--- src/rtl/divide16by8.sv ---
// Sequential 16/8 unsigned restoring divider, one quotient bit per clock.
// Define DIV_ZERO_TRAP_EN to short-cut a zero divisor to a one-cycle result with div_zero set.
`timescale 1ns/1ps

module divide16by8 (
  input  logic        clk,
  input  logic        rst_n,
  input  logic        start,
  input  logic [15:0] dividend,
  input  logic [7:0]  divisor,
  output logic        busy,
  output logic        done,
  output logic [15:0] quotient,
  output logic [7:0]  remainder,
  output logic        div_zero
);

  typedef enum logic [1:0] {
    S_IDLE,
    S_RUN,
    S_TRAP
  } state_t;

  state_t      r_state;
  logic [15:0] r_q;
  logic [7:0]  r_d;
  logic [7:0]  r_r;
  logic [4:0]  r_cnt;

  logic [8:0]  w_shift;
  logic        w_ge;
  logic [7:0]  w_remNext;
  logic [15:0] w_quoNext;

  // The partial remainder always stays below D, so 8 stored bits suffice;
  // the 9th bit only exists in the shifted trial value.
  assign w_shift   = {r_r, r_q[15]};
  assign w_ge      = (w_shift >= {1'b0, r_d});
  assign w_remNext = w_ge ? (w_shift[7:0] - r_d) : w_shift[7:0];
  assign w_quoNext = {r_q[14:0], w_ge};

`ifdef DIV_ZERO_TRAP_EN
  logic r_divZero;
  assign div_zero = r_divZero;
`else
  assign div_zero = 1'b0;
`endif

  always_ff @(posedge clk or negedge rst_n) begin
    if (!rst_n) begin
      r_state   <= S_IDLE;
      r_q       <= '0;
      r_d       <= '0;
      r_r       <= '0;
      r_cnt     <= '0;
      busy      <= 1'b0;
      done      <= 1'b0;
      quotient  <= '0;
      remainder <= '0;
`ifdef DIV_ZERO_TRAP_EN
      r_divZero <= 1'b0;
`endif
    end else begin
      done <= 1'b0;
      case (r_state)
        S_IDLE: begin
          if (start) begin
            r_q   <= dividend;
            r_d   <= divisor;
            r_r   <= '0;
            r_cnt <= '0;
            busy  <= 1'b1;
`ifdef DIV_ZERO_TRAP_EN
            r_state <= (divisor == 8'd0) ? S_TRAP : S_RUN;
`else
            r_state <= S_RUN;
`endif
          end
        end
        S_RUN: begin
          r_q   <= w_quoNext;
          r_r   <= w_remNext;
          r_cnt <= r_cnt + 5'd1;
          if (r_cnt == 5'd15) begin
            quotient  <= w_quoNext;
            remainder <= w_remNext;
            done      <= 1'b1;
            busy      <= 1'b0;
            r_state   <= S_IDLE;
`ifdef DIV_ZERO_TRAP_EN
            r_divZero <= 1'b0;
`endif
          end
        end
`ifdef DIV_ZERO_TRAP_EN
        // Same result the plain algorithm would reach, delivered without iterating
        S_TRAP: begin
          quotient  <= 16'hFFFF;
          remainder <= r_q[7:0];
          done      <= 1'b1;
          busy      <= 1'b0;
          r_divZero <= 1'b1;
          r_state   <= S_IDLE;
        end
`endif
        default: begin
          busy    <= 1'b0;
          r_state <= S_IDLE;
        end
      endcase
    end
  end

endmodule

--- config.mk ---
export PLATFORM = sky130hd
export DESIGN_NAME = divide16by8
export DESIGN_NICKNAME = d
export VERILOG_FILES = /design/src/rtl/divide16by8.sv
export SDC_FILE = /design/constraint.sdc
export NUM_CORES = 1
export LEC_CHECK = 0
export CAP_MARGIN = 5
export CORE_AREA = 5 5 85 103
export CTS_CLUSTER_DIAMETER = 60
export DETAILED_ROUTE_END_ITERATION = 8
export DIE_AREA = 0 0 90 108
export GPL_TIMING_DRIVEN = 0
export PLACE_DENSITY = 0.65
export REMOVE_ABC_BUFFERS = 1
export SETUP_SLACK_MARGIN = 0.05
export SYNTH_ARGS = -nofsm -noshare
export SYNTH_HDL_FRONTEND = slang
export SYNTH_SLANG_ARGS = --single-unit
--- constraint.sdc ---
create_clock -name clk -period 2.5 [get_ports clk]
set_input_delay 0.25 -clock clk [delete_from_list [all_inputs] [get_ports clk]]
set_output_delay 0.25 -clock clk [all_outputs]
set_load 0.1 [all_outputs]
* Yosys cells after proc, flatten, opt, wreduce, memory -nomap -nowiden
Cells that the tools add are included.
** Cells by class
- Reductions and logical operators :: 6
- Multiplexer cells :: 15
- Bitwise operators :: 0
- Eq/ne operators :: 4
- Divide/modulo/power cells :: 0
- Shift-type cells :: 0
- $lt $le $gt $ge :: 1
- $mul :: 0
- Add/sub/neg operators :: 2
** Operator list (number)
- case mux 16 bit (2 select lines) :: 1
- 2-to-1 mux 16 bit :: 1
- 2-to-1 mux 8 bit :: 2
- case mux 8 bit (2 select lines) :: 1
- case mux 5 bit (2 select lines) :: 1
- greater-or-equal comparator 9 x 8 -> 1 bit :: 1
- AND reduction 2 bit :: 4
- subtractor 8 bit :: 1
- adder 5 x 1 -> 5 bit, second input constant :: 1
- equality test 5 x 4 -> 1 bit, second input constant :: 1
- 2-to-1 mux 5 bit :: 1
- 2-to-1 mux 1 bit :: 4
- 2-to-1 mux 2 bit :: 2
- != test 2 bit, second input constant :: 2
- case mux 2 bit (2 select lines) :: 1
- equality test 2 x 1 -> 1 bit, second input constant :: 1
- zero test 2 bit :: 1
- case mux 1 bit (2 select lines) :: 1
- nonzero test 2 bit :: 1
** Word-level totals
- ROM bits :: 0
- Logic and storage cells :: 37
- Bits in writable memories :: 0
- Memories kept :: 0
- Output and inout port bits :: 27
- Register bits after elaboration :: 65
- Bits in latches :: 0

* Logic depth before layout (Yosys ltp)
- Depth in word-level cells :: 3
- Mapped depth :: 9
- Gate-level depth less buffers :: 9

* Worst setup path after synthesis
OpenSTA, ideal clock, no wires.
- Path kind :: register -> register
- Start :: register r_q[15]
- End :: register remainder[6]
- Cell stages (with the launch flop) :: 10
- Library setup time :: 0.126 ns
- Arrival :: 1.987 ns
- Data required time :: 2.374 ns
- Setup slack :: 0.387 ns
- Path through :: dfrtp_1 > inv_1 > ha_1 > inv_1 > fa_1 > a211oi_2 > or4b_1 > o2111ai_1 > mux2_4 > mux2_4
** Between the ends
- Cells in the longest elaborated chain, start to end :: 2
- Elaborated cells on any way between the ends :: 3
- Classes of those cells :: add/sub (1); order compare (1); mux (1)
** RTL lines
- start, declared :: line 25 : logic [15:0] r_q;
- start signal, assigned :: line 68 : r_q <= dividend;
- start signal, assigned :: line 81 : r_q <= w_quoNext;
- subtractor 8 bit or greater-or-equal comparator 9 x 8 -> 1 bit (tied branches) :: line 39, 38
- 2-to-1 mux 8 bit (*) :: line 39 : assign w_remNext = w_ge ? (w_shift[7:0] - r_d) : w_shift[7:0];
- end signal, assigned :: line 86 : remainder <= w_remNext;
- end, declared :: line 14 : output logic [7:0] remainder,
Every way passes the cells marked *; elsewhere a longest branch is shown, timed or not.
A chain may end at the register's enable or synchronous reset.

* Final worst setup path
- Start :: register busy
- End :: output port busy
** RTL lines
- start, declared :: line 11 : output logic busy,
- start signal, assigned :: line 56 : busy <= 1'b0;
- start signal, assigned :: line 72 : busy <= 1'b1;
- start signal, assigned :: line 88 : busy <= 1'b0;
No word-level cell between the ends.

==> qor.txt <==
Worst EP required - 2.25 ns
Critical path, cell by cell - dlygate4sd2_1
Fin nets - 416
R2r startpoint - r_q[15]
GRT overflow - 0
Worst R2R End - remainder[6]
Worst Path Arrival - 2.09 ns
Post-placement cell area - 3750 µm²
Final setup violation count - 0
FF-to-FF setup slack - 0.16 ns
Fin cells - 475
Fin crit share - 93.7%
Fin. max-slew vios - 0
Final Wtd Congestion - 0.852
CTS tree - done
First-pass GRT wire length - 12,000 µm
Status - completed
Skew-Pair Late Insertion Delay - 0.34 ns
Die ar. - 9720 µm²
Async S/R FF share, synth - 100%
Largest net degree at the start of global routing - 64
Vias per cell - 5.14
Die H - 108 µm
Port Buf Inserts - 52
Kind of critical path - register to primary output
Area of the core - 7580 µm²
Mapped Cells - 333
Crit. End Element - primary output
# rows - 35
Total number of vias - 2,440
Slew headroom - 33.1%
RSZ-0062 raised after global routing - false
Syn_area_per_cell - 9.76 µm²
Die width - 90 µm
Worst Path Buf+Inv - 1
Top cell type's share of synthesized area - 48.5%
Drt drc - 0
Vias in the first global route - 2,510
DP Cell Count - 458
Crit Path Max Fanout - 56
WL per Instance - 14.6 µm
Top FF cell, synth - dfrtp_1
Startpoint Class - register
Peak Freq - 427 MHz
H-tree lvl count - 3
Drt first pass iters - 4
Fin area - 3980 µm²
Synth area leaders - dfrtp_1 (48%), nand2_1 (9.9%), mux2i_1 (7.7%), ha_1 (3.8%), o21ai_0 (3.1%)
Mapped Area - 3250 µm²
Post-CTS Hold Buffers - 0
Hpwl dp - 4520 µm
Commonest non-fill, non-tap cell in the layout - nand2_1
Worst-Margin Slew - 1.00 ns
Max incr delay on CP - 0.93 ns
GR Util All Layers - 15.3%
Yosys warning count - 0
Antenna diodes - 0
Sinks on Clock Net - 63
ANT nets after route - 0
WL final - 6920 µm
Post-synthesis cell type count - 44
Final hold vios - 0
I/O Pins - 54
Cts bufs inserted - 9
Largest area contributor in the netlist - dfrtp_1
HP Class - input pin to async pin
Commonest non-fill, non-tap cells in the layout - nand2_1 (85), dfrtp_1 (62), clkdlybuf4s50_1 (49)
Number of synthesized flops with an enable pin - 0
Slowest stage cell, crit path - dlygate4sd2_1
Post-route clock skew - 0.0105 ns
Seq cells post-synth - 63
Clk Tree Root Cell - clkbuf_8
Max Buffers Root-to-Sink - 2
Starting Density - 42.9%
Initial antenna violation count - 0
MaxCap Viol Count - 0
Seq/Total Area, Yosys - 48.5%
DR iter-0 viols - 64
R2R cell count - 9
Share of layout cells above drive strength 1 - 9.66%
Worst path top cell family by delay - buffers and inverters
Synth-to-layout area growth - 22.3%
Worst-path clk slew - 0.07 ns
Final min period - 2.34 ns
Fillers - 733
Utilization after layout - 52.5%
[metrics by stage]
stage | setup TNS, ns | hold slack, ns | setup WS, ns
final | 0 | 0.00286 | 0.156
after global placement | -95.71 | 0.460 | -1.50
after floorplan | -21.21 | -0.0456 | -1.08
after global routing | 0 | 0.0562 | 0.0575
after CTS | 0 | 0.0228 | 0.107
after detailed placement | -9.07 | 0.393 | -0.730
[state kept, by name (all words and copies together), names as in the netlist]
name,flops
quotient,16
r_cnt,5
r_r,8
remainder,8
busy,1
r_q,16
done,1
r_d,8
[worst max-delay path by stage]
stage	startpoint	to	slack (ns)	cells past startpoint
2_1_floorplan	busy	remainder[7]	-1.08	5
3_3_place_gp	busy	remainder[7]	-1.50	5
3_5_place_dp	busy	remainder[7]	-0.73	5
4_1_cts	busy	remainder[7]	0.11	5
5_1_grt	busy	busy	0.06	1
6_report	busy	busy	0.16	1
[layer usage]
layer  wire length (µm)  global-route usage [%]
met1               3130                    18.9
met2               3350                    25.4
met3                340                    5.01
met4                103                    4.89
met5                  0                       0
[Yosys cell counts (3+ instances only)]
cell	number
a21o_1	3
a21oi_1	4
buf_2	3
buf_6	5
clkbuf_1	8
dfrtp_1	63
ha_1	10
inv_1	14
mux2_4	6
mux2i_1	25
nand2_1	86
nand2b_1	10
nand3_1	6
nor2_1	12
nor2b_1	5
nor3_1	3
nor3b_1	5
o21ai_0	20
o21ai_1	13
xor2_1	3
[timing repair]
action                                  CTS  global route
resized for setup                         4             2
pin swaps                                 0             1
cloned                                    0             0
endpoints found under the setup margin   24             3
buffers inserted                          0             1
[area by class of cell]
class | instances | area, µm² | share of cell area (%)
sequential | 63 | 1580 | 39.8
timing repair buffer | 53 | 519 | 13.1
inverter | 15 | 58.8 | 1.48
multi-input combinational | 236 | 1500 | 37.7
clock inverter | 7 | 80.1 | 2.01
clock buffer | 9 | 124 | 3.12
tap | 92 | 115 | 2.90
[logic make-up (layout without fill, tap and decap cells)]
kind of cell | after synthesis | count (layout) | share of synthesized area [%]
adder cells (fa/ha/maj) | 11 | 11 | 4.46
XOR/XNOR | 5 | 5 | 1.35
multiplexers | 33 | 33 | 11.2
other | 1 | 1 | 0.115
AND/OR/NAND/NOR | 132 | 132 | 18.1
buffers and inverters | 34 | 84 | 5.73
AO/OA/AOI/OAI | 54 | 54 | 10.6
flip-flops | 63 | 63 | 48.5
Power is left out: the tool's default activity adds up to more than one toggle a clock period on the data nets, which glitch-free logic cannot reach.
